`src/rtl/if_fetch.sv`:
```
// Instruction-fetch stage: owns the PC, fetches one word per request over a
// req/ack handshake and presents pc/instruction pairs to the IF/ID register.
module if_fetch #(
    parameter logic [31:0] RESET_PC = 32'h0000_0000,
    parameter int          STALL_W  = 6
) (
    input  logic               clk,
    input  logic               rst,
    input  logic [STALL_W-1:0] stall,
    input  logic               jumpout,
    input  logic [31:0]        jump_addr,
    output logic               mem_req,
    output logic [31:0]        mem_addr,
    input  logic               mem_ack,
    input  logic [31:0]        mem_rdata,
    output logic [31:0]        if_pc,
    output logic [31:0]        if_inst,
    output logic               if_valid,
    output logic               stallreq_if
);

    typedef enum logic [1:0] {
        IDLE  = 2'd0,
        FETCH = 2'd1,
        READY = 2'd2,
        DRAIN = 2'd3
    } state_t;

    state_t      state, state_nxt;
    logic [31:0] pc, pc_nxt;
    logic [31:0] req_addr, req_addr_nxt;
    logic [31:0] buf_pc, buf_pc_nxt;
    logic [31:0] buf_inst, buf_inst_nxt;
    logic [31:0] jump_tgt;

    // Only stall[1] and the word part of the jump target steer this stage.
    logic [STALL_W+1:0] unused_in;
    assign unused_in = {stall, jump_addr[1:0]};

    assign jump_tgt = {jump_addr[31:2], 2'b00};

    // NOTE: sequential state uses non-blocking assignments so every register
    // samples the pre-edge values of its neighbours.
    always_ff @(posedge clk) begin
        if (!rst) begin
            state    <= IDLE;
            pc       <= RESET_PC;
            req_addr <= RESET_PC;
            buf_pc   <= '0;
            buf_inst <= '0;
        end else begin
            state    <= state_nxt;
            pc       <= pc_nxt;
            req_addr <= req_addr_nxt;
            buf_pc   <= buf_pc_nxt;
            buf_inst <= buf_inst_nxt;
        end
    end

    // NOTE: every combinational output is given a default first so no path
    // through the case statement can leave a value unassigned (no latches).
    always_comb begin
        state_nxt    = state;
        pc_nxt       = pc;
        req_addr_nxt = req_addr;
        buf_pc_nxt   = buf_pc;
        buf_inst_nxt = buf_inst;

        unique case (state)
            IDLE: begin
                state_nxt = FETCH;
                if (jumpout) begin
                    pc_nxt       = jump_tgt;
                    req_addr_nxt = jump_tgt;
                end else begin
                    req_addr_nxt = pc;
                end
            end

            FETCH: begin
                if (jumpout && mem_ack) begin
                    pc_nxt       = jump_tgt;
                    req_addr_nxt = jump_tgt;
                end else if (jumpout) begin
                    // The request in flight cannot be withdrawn; wait it out.
                    pc_nxt    = jump_tgt;
                    state_nxt = DRAIN;
                end else if (mem_ack) begin
                    buf_inst_nxt = mem_rdata;
                    buf_pc_nxt   = req_addr;
                    pc_nxt       = req_addr + 32'd4;
                    state_nxt    = READY;
                end
            end

            DRAIN: begin
                if (jumpout) begin
                    pc_nxt = jump_tgt;
                end
                if (mem_ack) begin
                    req_addr_nxt = jumpout ? jump_tgt : pc;
                    state_nxt    = FETCH;
                end
            end

            READY: begin
                if (jumpout) begin
                    pc_nxt       = jump_tgt;
                    req_addr_nxt = jump_tgt;
                    state_nxt    = FETCH;
                end else if (!stall[1]) begin
                    req_addr_nxt = pc;
                    state_nxt    = FETCH;
                end
            end

            default: state_nxt = IDLE;
        endcase
    end

    // Outputs decode from registered state only.
    always_comb begin
        mem_req     = 1'b0;
        mem_addr    = req_addr;
        if_valid    = 1'b0;
        if_pc       = '0;
        if_inst     = '0;
        stallreq_if = 1'b1;

        unique case (state)
            FETCH, DRAIN: mem_req = 1'b1;
            READY: begin
                if_valid    = 1'b1;
                if_pc       = buf_pc;
                if_inst     = buf_inst;
                stallreq_if = 1'b0;
            end
            default: ;
        endcase
    end

endmodule
```
`config.mk`:
```
export PLATFORM = sky130hd
export DESIGN_NAME = if_fetch
export DESIGN_NICKNAME = d
export VERILOG_FILES = /design/src/rtl/if_fetch.sv
export SDC_FILE = /design/constraint.sdc
export NUM_CORES = 1
export LEC_CHECK = 0
export CORE_MARGIN = 2
export CORE_UTILIZATION = 38
export DETAILED_ROUTE_END_ITERATION = 7
export HOLD_SLACK_MARGIN = 0.05
export PLACE_DENSITY_LB_ADDON = 0.25
export SLEW_MARGIN = 20
export SYNTH_ARGS = -nofsm -noshare
export SYNTH_HDL_FRONTEND = slang
export SYNTH_SLANG_ARGS = --single-unit
```
`constraint.sdc`:
```
create_clock -name clk -period 1.8 [get_ports clk]
set_input_delay 0.18 -clock clk [delete_from_list [all_inputs] [get_ports clk]]
set_output_delay 0.18 -clock clk [all_outputs]
set_load 0.05 [all_outputs]
```
==> flow_metrics.env <==
export IMPL_root_buffer="clkbuf_16"
export IMPL_num_antenna_cells=0
export IMPL_finalSetupViolCount=8
export IMPL_clkTransAtPathRegs_ns=0.06
export IMPL_min_path_cells=2
export IMPL_swShare_pct=28.3
export IMPL_dp_cells=1226
export IMPL_rrSetupSlack_ns=-0.05
export IMPL_critPathMaxFanout=5
export IMPL_grt_overflow=0
export IMPL_cp_slowest_cell="or4_4"
export IMPL_synth_seq_cells=130
export IMPL_vias=6609
export IMPL_seqCellArea_sq_um=2660
export IMPL_dp_hpwl_mm=13.4
export IMPL_power_density_nw_per_um2=772
export IMPL_slew_headroom_pct=60.7
export IMPL_io_buffers=165
export IMPL_multiInputGateArea_sq_um=3750
export IMPL_grt_pass1_wl_mm=32.4
export IMPL_irDropWorstVdd_uv=698
export IMPL_worstPathCellList="ha_4 > nand3_4 > or4_4 > or3_1 > a21bo_1 > a21oi_1"
export IMPL_hold_end="pc[16]$_SDFFE_PN0P_"
export IMPL_final_hold_viol_count=0
export IMPL_tns_ns=-0.169
export IMPL_grt_pass1_vias=6224
export IMPL_hold_slack_ns=0.0894
export IMPL_hp_start="rst"
export IMPL_combPwrFrac_pct=18.7
export IMPL_die_area_sq_um=17800
export IMPL_p_clk_share_pct=41.3
export IMPL_worstSetupStartpointType="register"
export IMPL_dieWidth_um=133
export IMPL_dr_pass1_iters=6
export IMPL_std_cell_rows=47
export IMPL_ys_types=51
export IMPL_synth_top_cell_area_share_pct=40.9
export IMPL_num_fill_cells=1443
export IMPL_slew_violations=0
export IMPL_initial_core_util_pct=38.7
export IMPL_layout_cell_area_non_filler_sq_um=10300
export IMPL_ys_top_cells_by_area="dfxtp_1 41%, nand2_1 13%, and2_1 6.9%"
export IMPL_path_buf_inv=0
export IMPL_drtIter0Drc=637
export IMPL_ant_nets=0
export IMPL_synth_edff_count=0
export IMPL_grt_max_degree=60
export IMPL_p_seq_share_pct=40.0
export IMPL_rr_worst_depth=6
export IMPL_gp_congestion=0.842
export IMPL_async_flop_share_pct=0
export IMPL_hp_class="in -> reg"
export IMPL_io_pins=173
export IMPL_dpl_instance_area_sq_um=9470
export IMPL_avgSynthCellArea_sq_um=7.54
export IMPL_p_switching_mw=2.25
export IMPL_cts_made_buffers=17
export IMPL_drv_cap=0
export IMPL_critPathRequiredTime_ns=2.15
export IMPL_p_total_mw=7.94
export IMPL_nets=1110
export IMPL_arrival_ns=2.20
export IMPL_status="finished, violations left"
export IMPL_clock_latency_ns=0.42
export IMPL_crit_family="simple AND/OR/NAND/NOR gates"
export IMPL_postRouteWirelength_mm=20.4
export IMPL_timing_final_ws_setup_ns=-0.0484
export IMPL_timing_final_crit_period_ns=1.85
export IMPL_syn_num_nets=920
export IMPL_clock_sinks=130
export IMPL_r2r_end="pc[24]$_SDFFE_PN0P_"
export IMPL_coreArea_sq_um=16500
export IMPL_synth_ff_type="dfxtp_1"
export IMPL_p_int_mw=5.69
export IMPL_cts_path_max_buffers=2
export IMPL_drive_above_1_share_pct=30.3
export IMPL_ys_seq_area_share_pct=40.9
export IMPL_grt_usage_pct=23.0
export IMPL_area_growth_pct=61.4
export IMPL_yosys_area_top_type="dfxtp_1"
export IMPL_htree_levels=4
export IMPL_max_freq_mhz=541
export IMPL_layout_cells_most_common="nand2_1"
export IMPL_rsz0062_at_grt="yes"
export IMPL_wl_per_cell_um=16.1
export IMPL_violations="negative setup slack"
export IMPL_vias_per_cell=5.22
export IMPL_r2r_start="mem_addr[2]$_SDFFE_PN0P_"
export IMPL_synth_warnings=0
export IMPL_clock_skew_ns=0.0101
export IMPL_drc=0
export IMPL_cts_hold_fix_buffers=0
export IMPL_mostFrequentLayoutCells="212 x nand2_1, 109 x dfxtp_1, 90 x buf_4"
export IMPL_worstMarginPinSlew_ns=0.590
export IMPL_end_kind="register"
export IMPL_crit_path_max_incr_delay_ns=0.57
export IMPL_syn_inst=845
export IMPL_finalCritPeriodShare_pct=103
export IMPL_antenna_found_initial=0
export IMPL_path_class="reg -> reg"
export IMPL_tritoncts="built"
export IMPL_stdcell_count=1267
export IMPL_synth_cell_area_sq_um=6370
export IMPL_fp_dieH_um=133
export IMPL_leakagePower_nw=4.00
-- area by class of cell --
class | instances | area share, %
multi-input combinational | 634 | 36.5
timing repair buffer | 243 | 29.2
sequential | 130 | 25.9
clock buffer | 25 | 4.82
tap | 220 | 2.68
clock inverter | 6 | 0.536
inverter | 9 | 0.377
-- through the flow --
step	util (%)	setup WS, ns
floorplan	-	-0.0782
global placement	57.5	-0.0279
detailed placement	57.5	-0.0639
CTS	61.7	-0.0481
global route	62.4	-0.151
finish	62.4	-0.0484
-- power by group through the flow --
stage / logic, mW / registers (mW) / clock network [mW]
floorplan: 0.556 / 3.46 / 0
global placement: 1.42 / 3.23 / 0
detailed placement: 1.43 / 3.23 / 0
CTS: 1.45 / 3.17 / 3.30
global route: 1.60 / 3.19 / 3.42
finish: 1.49 / 3.18 / 3.27
-- flip-flops by register name (all words and copies together), names as in the netlist --
name,flops
mem_addr,32
pc,32
buf_pc,32
state,2
buf_inst,32
-- cell usage after synthesis (all sizes together), types with 2 or more instances --
cell    number
a211oi       3
a21boi      33
a21oi       49
a311oi      22
a31o         2
a31oi        2
and2        70
and3         4
and4         3
buf          4
clkbuf      68
dfxtp      130
inv          9
mux2i        3
nand2      213
nand2b       5
nand3       28
nand4        2
nor2        36
nor2b        3
nor3        15
nor3b        2
nor4         3
o211a        8
o21a         4
o21ai       80
o221ai       5
o22ai        2
o31ai        2
or3          2
or4          2
xnor2       19
xor2         3
-- kinds of logic (layout without fill, tap and decap cells) --
family / count (synthesis) / count (layout) / synth area share (%)
multiplexers: 3 / 3 / 0.472
AND/OR/NAND/NOR: 390 / 390 / 28.8
flip-flops: 130 / 130 / 40.9
XOR/XNOR: 22 / 22 / 3.03
AO/OA/AOI/OAI: 218 / 218 / 21.6
buffers and inverters: 81 / 283 / 5.03
adder cells (fa/ha/maj): 1 / 1 / 0.196
-- metal layers --
metal	track usage (%)	part of all wire, %	wire length [um]
met1	30.2	45	9090
met2	37.1	48	9720
met3	4.49	5.8	1180
met4	9.34	1.9	397
met5	0	0	0
-- worst reg2reg max path, stage by stage, from the launching register on --
cell and delay, ns:
dfxtp_4 0.37, ha_4 0.15, nand3_4 0.06, or4_4 0.57, or3_1 0.33, a21bo_1 0.18, a21oi_1 0.12
-- worst max path at each step --
stage	end	slack, ns	start	depth (start not counted)
2_1_floorplan	pc[24]$_SDFFE_PN0P_	-0.08	mem_addr[3]$_SDFFE_PN0P_	6
3_3_place_gp	pc[24]$_SDFFE_PN0P_	-0.03	mem_addr[11]$_SDFFE_PN0P_	5
3_5_place_dp	pc[24]$_SDFFE_PN0P_	-0.06	mem_addr[12]$_SDFFE_PN0P_	5
4_1_cts	pc[24]$_SDFFE_PN0P_	-0.05	mem_addr[2]$_SDFFE_PN0P_	6
5_1_grt	pc[21]$_SDFFE_PN0P_	-0.15	mem_addr[5]$_SDFFE_PN0P_	6
6_report	pc[24]$_SDFFE_PN0P_	-0.05	mem_addr[2]$_SDFFE_PN0P_	6
-- repair_timing --
| action | in CTS | in global routing |
|---|---|---|
| hold endpoints to repair | 0 | 0 |
| pin swaps | 18 | 18 |
| setup endpoints to repair | 77 | 50 |
| cloned | 1 | 1 |
| gates resized for setup | 27 | 11 |
| setup buffers | 3 | 6 |
No activity file was read; power rests on OpenSTA's default activity.
